$ cat src/rtl/decodificador_display.sv
// Receiving end of the multiplexed 7-segment bus: recovers the tempo and
// velocidade digits by waiting for each phase's segment pattern to settle.
module decodificador_display #(
    parameter bit ATIVO_BAIXO = 1'b1,
    parameter int SETTLE      = 4,
    parameter int TIMEOUT     = 1000000
) (
    input  logic       clk,
    input  logic       reset,
    input  logic       seg_a,
    input  logic       seg_b,
    input  logic       seg_c,
    input  logic       seg_d,
    input  logic       seg_e,
    input  logic       seg_f,
    input  logic       seg_g,
    input  logic       clk_aux,
    output logic [3:0] tempo_val,
    output logic       tempo_ok,
    output logic [3:0] velocidade_val,
    output logic       velocidade_ok,
    output logic       novo_tempo,
    output logic       novo_velocidade,
    output logic       erro,
    output logic       sel_parado
);

    localparam int TW = $clog2(TIMEOUT + 1);
    localparam logic [TW-1:0] T_MAX  = TW'(TIMEOUT);
    localparam logic [TW-1:0] T_LAST = TW'(TIMEOUT - 1);
    localparam logic [8:0]    SETTLE_W = 9'(SETTLE);

    typedef enum logic [1:0] {ESPERA, ESTABILIZA, CAPTURA} estado_t;

    logic [6:0]    seg_meta, seg_sinc, segs, ref_seg, ref_prox;
    logic          aux_meta, aux_sinc, aux_ant, borda;
    logic          fase, fase_prox;
    logic [7:0]    cnt, cnt_prox;
    logic [TW-1:0] tcnt;
    logic [4:0]    dec;
    estado_t       estado, prox;

    function automatic logic [4:0] decodifica(input logic [6:0] p);
        case (p)
            7'b1111110: decodifica = {1'b1, 4'h0};
            7'b0110000: decodifica = {1'b1, 4'h1};
            7'b1101101: decodifica = {1'b1, 4'h2};
            7'b1111001: decodifica = {1'b1, 4'h3};
            7'b0110011: decodifica = {1'b1, 4'h4};
            7'b1011011: decodifica = {1'b1, 4'h5};
            7'b1011111: decodifica = {1'b1, 4'h6};
            7'b1110000: decodifica = {1'b1, 4'h7};
            7'b1111111: decodifica = {1'b1, 4'h8};
            7'b1111011: decodifica = {1'b1, 4'h9};
            7'b1110111: decodifica = {1'b1, 4'hA};
            7'b0011111: decodifica = {1'b1, 4'hB};
            7'b1001110: decodifica = {1'b1, 4'hC};
            7'b0111101: decodifica = {1'b1, 4'hD};
            7'b1001111: decodifica = {1'b1, 4'hE};
            7'b1000111: decodifica = {1'b1, 4'hF};
            default:    decodifica = {1'b0, 4'h0};
        endcase
    endfunction

    // Two-flop synchronisers plus a delayed copy of the select for edge detection.
    always_ff @(posedge clk) begin
        if (reset) begin
            seg_meta <= '0;
            seg_sinc <= '0;
            aux_meta <= 1'b0;
            aux_sinc <= 1'b0;
            aux_ant  <= 1'b0;
        end else begin
            seg_meta <= {seg_a, seg_b, seg_c, seg_d, seg_e, seg_f, seg_g};
            seg_sinc <= seg_meta;
            aux_meta <= clk_aux;
            aux_sinc <= aux_meta;
            aux_ant  <= aux_sinc;
        end
    end

    assign segs  = ATIVO_BAIXO ? ~seg_sinc : seg_sinc;
    assign borda = aux_sinc ^ aux_ant;
    assign dec   = decodifica(ref_seg);

    always_ff @(posedge clk) begin
        if (reset) begin
            estado  <= ESPERA;
            cnt     <= '0;
            ref_seg <= '0;
            fase    <= 1'b0;
        end else begin
            estado  <= prox;
            cnt     <= cnt_prox;
            ref_seg <= ref_prox;
            fase    <= fase_prox;
        end
    end

    // Any select edge restarts settling, so a short-lived phase is never captured.
    always_comb begin
        prox      = estado;
        cnt_prox  = cnt;
        ref_prox  = ref_seg;
        fase_prox = fase;
        if (borda) begin
            prox      = ESTABILIZA;
            fase_prox = aux_sinc;
            ref_prox  = segs;
            cnt_prox  = '0;
        end else begin
            case (estado)
                ESPERA: prox = ESPERA;
                ESTABILIZA: begin
                    if (segs != ref_seg) begin
                        ref_prox = segs;
                        cnt_prox = '0;
                    end else begin
                        cnt_prox = cnt + 8'd1;
                        if ({1'b0, cnt} + 9'd2 >= SETTLE_W)
                            prox = CAPTURA;
                    end
                end
                CAPTURA: prox = ESPERA;
                default: prox = ESPERA;
            endcase
        end
    end

    // Capture results and the select-watchdog; the watchdog clears validity last.
    always_ff @(posedge clk) begin
        if (reset) begin
            tempo_val       <= 4'h0;
            tempo_ok        <= 1'b0;
            velocidade_val  <= 4'h0;
            velocidade_ok   <= 1'b0;
            novo_tempo      <= 1'b0;
            novo_velocidade <= 1'b0;
            erro            <= 1'b0;
            sel_parado      <= 1'b0;
            tcnt            <= '0;
        end else begin
            novo_tempo      <= 1'b0;
            novo_velocidade <= 1'b0;
            erro            <= 1'b0;
            if (estado == CAPTURA) begin
                erro <= ~dec[4];
                if (fase == 1'b0) begin
                    novo_tempo <= 1'b1;
                    tempo_ok   <= dec[4];
                    if (dec[4])
                        tempo_val <= dec[3:0];
                end else begin
                    novo_velocidade <= 1'b1;
                    velocidade_ok   <= dec[4];
                    if (dec[4])
                        velocidade_val <= dec[3:0];
                end
            end
            if (borda) begin
                tcnt       <= '0;
                sel_parado <= 1'b0;
            end else if (tcnt != T_MAX) begin
                tcnt <= tcnt + 1'b1;
                if (tcnt == T_LAST) begin
                    sel_parado    <= 1'b1;
                    tempo_ok      <= 1'b0;
                    velocidade_ok <= 1'b0;
                end
            end
        end
    end

endmodule

$ cat config.mk
export PLATFORM = sky130hd
export DESIGN_NAME = decodificador_display
export DESIGN_NICKNAME = d
export VERILOG_FILES = /design/src/rtl/decodificador_display.sv
export SDC_FILE = /design/constraint.sdc
export NUM_CORES = 1
export LEC_CHECK = 0
export BUFFER_PORTS_ARGS = -buffer_cell sky130_fd_sc_hd__buf_2
export CAP_MARGIN = 15
export CORE_UTILIZATION = 46
export CTS_BUF_LIST = sky130_fd_sc_hd__clkbuf_16
export DETAILED_ROUTE_END_ITERATION = 12
export GPL_TIMING_DRIVEN = 0
export PLACE_DENSITY = 0.64
export SKIP_CTS_REPAIR_TIMING = 1
export SKIP_LAST_GASP = 1
export SLEW_MARGIN = 30
export SYNTH_ARGS = -nofsm -noshare
export SYNTH_HDL_FRONTEND = slang
export SYNTH_SLANG_ARGS = --single-unit
$ cat constraint.sdc
create_clock -name clk -period 2.72 [get_ports clk]
set_clock_uncertainty 0.05 [all_clocks]
set_input_delay 0 -clock clk [delete_from_list [all_inputs] [get_ports clk]]
set_output_delay 0 -clock clk [all_outputs]
set_load 0.005 [all_outputs]
After elaboration in Yosys (flattened, before gate mapping)
Cells that the tools add are included.
{"block": "op_classes", "addsub": 3, "n_bitwise": 7, "n_lt_le_gt_ge": 1, "n_reduce_logical": 11, "n_mux": 21, "eq_ne": 23}
{"operator": "equality test 7 bit (second input constant)", "count": 12}
{"operator": "one-hot mux 5 bit (16 select lines)", "count": 1}
{"operator": "equality test 7 x 6 -> 1 bit (second input constant)", "count": 3}
{"operator": "2-to-1 mux 7 bit", "count": 3}
{"operator": "adder 20 x 1 -> 20 bit (second input constant)", "count": 1}
{"operator": "equality test 20 bit (second input constant)", "count": 1}
{"operator": "!= test 20 bit (second input constant)", "count": 1}
{"operator": "2-to-1 mux 1 bit", "count": 16}
{"operator": "adder 8 x 2 -> 9 bit (second input constant)", "count": 1}
{"operator": ">= comparator 9 x 3 -> 1 bit (second input constant)", "count": 1}
{"operator": "adder 8 x 1 -> 8 bit (second input constant)", "count": 1}
{"operator": "2-to-1 mux 8 bit", "count": 1}
{"operator": "AND reduction 2 bit", "count": 4}
{"operator": "equality test 7 x 5 -> 1 bit (second input constant)", "count": 1}
{"operator": "!= test 7 bit", "count": 1}
{"operator": "NOT 7 bit", "count": 1}
{"operator": "!= test 3 bit (second input constant)", "count": 2}
{"operator": "AND reduction 3 bit", "count": 2}
{"operator": "NOT 1 bit", "count": 5}
{"operator": "nonzero test 2 bit", "count": 2}
{"operator": "OR reduction 2 bit", "count": 2}
{"operator": "OR reduction 3 bit", "count": 1}
{"operator": "equality test 2 x 1 -> 1 bit (second input constant)", "count": 1}
{"operator": "equality test 2 bit (second input constant)", "count": 1}
{"operator": "XOR 1 bit", "count": 1}
{"block": "word_totals", "out_inout_bits": 14, "regBits": 69}

Depth between registers and ports, before layout
{"block": "logic_depth", "ltp_word": 7, "ltp_mapped": 7, "depth_no_buf": 6}

Worst setup path before layout
OpenSTA, ideal clock, no wires.
{"block": "synth_path", "path_type": "reg2reg", "startpoint": "reg ref_seg[2]", "endpoint": "reg tempo_val[0]", "path_slack_ns": 0.787, "t_arrival_ns": 1.761, "t_required_ns": 2.549, "path_stages_with_launch": 6, "path_buffers": 0, "synth_period_minus_slack_ns": 1.933, "cell_sequence": "dfxtp_1 -> or4b_1 -> a21oi_1 -> nor3_1 -> a311o_4 -> mux2_4"}
{"block": "synth_via", "elab_chain_cells": 3}
{"element": "start: declaration", "line": "35", "text": "logic [6:0] seg_meta, seg_sinc, segs, ref_seg, ref_prox;"}
{"element": "start signal: assignment", "line": "95", "text": "ref_seg <= ref_prox;"}
{"element": "equality test 7 bit, or another cell as far along", "line": "44", "text": "case (p)"}
{"element": "one-hot mux 5 bit (16 select lines) (*)", "line": "44"}
{"element": "AND reduction 3 bit (no line)"}
{"element": "end signal: assignment", "line": "152", "text": "tempo_val <= dec[3:0];"}
{"element": "end: declaration", "line": "18", "text": "output logic [3:0] tempo_val,"}
Mark *: on every way between the ends. The rest lies on a longest branch, timed or not.
A chain may end at the register's enable or synchronous reset.

Worst setup path after layout
{"block": "layout_path", "startpoint": "reg ref_seg[3]", "endpoint": "reg tempo_val[1]"}
Same word-level chain as after synthesis.

==> metrics <==
DRT Wirelength approximately 6300 microns; hold-critical path depth 3; DRT iter0 DRCs around 120; clk_lat worst skew 330 ps; DR vias 2,596; top cell type by total area after synthesis dfxtp_1; outcome finished, final reports clean; Syn Nets 364; row cnt 30; maximum level of the CTS H-tree 3; Crit path max-delay family simple AND/OR/NAND/NOR gates; Num CTS Buffers 9; relative slew slack 0.662; Max Clk Rate about 450 MHz; max incr delay on CP 460 ps; most frequent cell after synthesis dfxtp_1; synthesis-stage register bit count 69; top cell type's share of synthesized area 0.431; TritonCTS clock tree built; # port buffers 23; die area 7310 sq um; worst slew pin tran 506 ps; Crit path required time 2880 ps; root buf cell clkbuf_16; worst hold endpoint seg_meta[2]; hpwl dp 4340 microns; via/cell ratio 5.44; syn_area_per_cell 9.19 sq um; num ports 24; area fraction in compound gates after synthesis 0.119; CTS clk-pin slew, worst paths 60 ps; YS warnings 0; Pleak 1.43 nW; Max clock buf depth 2; Netlist cell types 61; Fin Setup TNS 0 ps; hold wc startpoint seg_e; Worst setup SP type flip-flop; largest family of logic cells by synthesized area simple AND/OR/NAND/NOR gates; FFs w/ async S/R, synth 0; Detailed Routing Iterations Pass 1 4; area of the core between 6000 and 7000 sq um; Synth Area in Simple Gates 0.294; Layout area overhead 19.3%; clk sink count 69; xor/xnor share of the synthesized area 0.0765; remaining antenna violation count 0; initial antenna violation count 0; Util after Layout 0.566; die height 85.5 microns; share of cells above drive strength 1 0.154; Synth area leaders dfxtp_1 (43%), nor2b_1 (4.9%), xnor2_1 (4.4%); Starting Density 0.475; grt total ovfl 0; worst flop-to-flop path startpoint ref_seg[3]; Mapped Cells ~350; proportion of synthesized area in mux cells 0.0258; Die X 85.5 microns; synthesized area 3210 sq um; commonest cells in the netlist dfxtp_1 (69), nor2b_1 (25), nor2_1 (24); Synth Flop Type dfxtp_1; Final Cycle Share 0.815; nets 407; critical path arrival 2380 ps; DRC violations left 0; Slew Viols, Final 0; EDFF count, synth 0; pwr dens around 660 nW/um^2; slowest CP cell a311o_4; GRT Overall Usage 0.184; RSZ-0062 raised after global routing false; Min Clock Period, post-route 2220 ps; Bufs and invs on worst path 0; final hold vios 0; worst min-delay path class input pin to flip-flop; max-cap violation count 0; Critical Path End Type flip-flop; Peak VDD IR between 0.3 and 0.4 mV; reg2reg path depth 5; Setup CP Type flip-flop to flip-flop; # setup viols final 0; number of diodes 0; worst reg2reg path endpoint tempo_val[1]; worst-path cell chain nand4bb_1, nor4_1, nor3_1, a311o_4, mux2_4; sequential element share of the synthesized area 0.431; wire per inst 13.2 microns; routability cong. 0.889; R2R Setup Slk between 500 and 600 ps; vias in the first global route 2,334; maximum fanout along the worst path 7; largest net degree at the start of global routing 13; Post-Synth Adder-Cell Area 0.0195; first-pass GRT wire length 10,600 microns
[cell families after synthesis]
family | count (synthesis)
compound gates | 56
xor+xnor | 28
fa+ha+maj | 5
buf+inv | 25
flops | 69
mux | 7
simple gates | 159
[metrics by stage]
stage               setup WS (ps)  instances  total power, W  area, sq um  hold WS (ps)
floorplan                     787        349         0.00125         3210          34.3
global placement              543        452         0.00129         3420           157
detailed placement            557        452         0.00129         3420           165
CTS                           548        468         0.00252         3740          -173
global route                  379        477         0.00261         3830           361
finish                        504        477         0.00252         3830           363
[cell usage in the layout (no fill, tap or decap), types with 11 or more instances in the layout]
| cell | n |
|---|---|
| a21oi_1 | 16 |
| buf_2 | 29 |
| dfxtp_1 | 69 |
| nand2_1 | 22 |
| nand3_1 | 15 |
| nor2_1 | 24 |
| nor2b_1 | 25 |
| nor3_1 | 19 |
| o21ai_0 | 11 |
| xnor2_1 | 16 |
| xor2_1 | 12 |
[registers in the layout (all words and copies together) (netlist names)]
| name | cells |
|---|---|
| aux_ant | 1 |
| aux_meta | 1 |
| aux_sinc | 1 |
| cnt | 8 |
| erro | 1 |
| estado | 2 |
| fase | 1 |
| novo_tempo | 1 |
| novo_velocidade | 1 |
| ref_seg | 7 |
| seg_meta | 7 |
| seg_sinc | 7 |
| sel_parado | 1 |
| tcnt | 20 |
| tempo_ok | 1 |
| tempo_val | 4 |
| velocidade_ok | 1 |
| velocidade_val | 4 |
[where the power goes]
group          switching (W)  internal (W)  leakage, nW  total (W)
Clock               0.000434      0.000797        0.153    0.00123
Combinational       0.000127     0.0000909        0.715   0.000218
Sequential         0.0000256       0.00104        0.562    0.00107
Total               0.000587       0.00193         1.43    0.00252
[metal layers]
layer	part of all wire	GRT usage
met5	0	0
met4	0.010	0.0742
met3	0.048	0.0529
met2	0.47	0.296
met1	0.47	0.234
[final cells by class]
class | instances | area [sq um]
Fill cell | 623 | 2930
Multi-Input combinational cell | 255 | 1720
Sequential cell | 69 | 1380
Clock buffer | 9 | 225
Timing Repair Buffer | 32 | 205
Tap cell | 80 | 100
Clock inverter | 7 | 88.8
Buffer | 16 | 75.1
Inverter | 9 | 33.8
[worst register-to-register path, delay by kind of cell (launching register included)]
kind / cells / cell delay [ps]
mux: 1 / 310
flops: 1 / 350
compound gates: 1 / 460
simple gates: 3 / 940
[worst max path at each step]
stage                     from      endpoint  depth (start not counted)
floorplan           ref_seg[2]  tempo_val[0]                          5
global placement    ref_seg[4]  tempo_val[1]                          6
detailed placement  ref_seg[4]  tempo_val[0]                          6
CTS                 ref_seg[4]  tempo_val[0]                          6
global route        ref_seg[4]  tempo_val[1]                          6
finish              ref_seg[3]  tempo_val[1]                          5
Note: power is estimated with default switching activity, not from simulation.
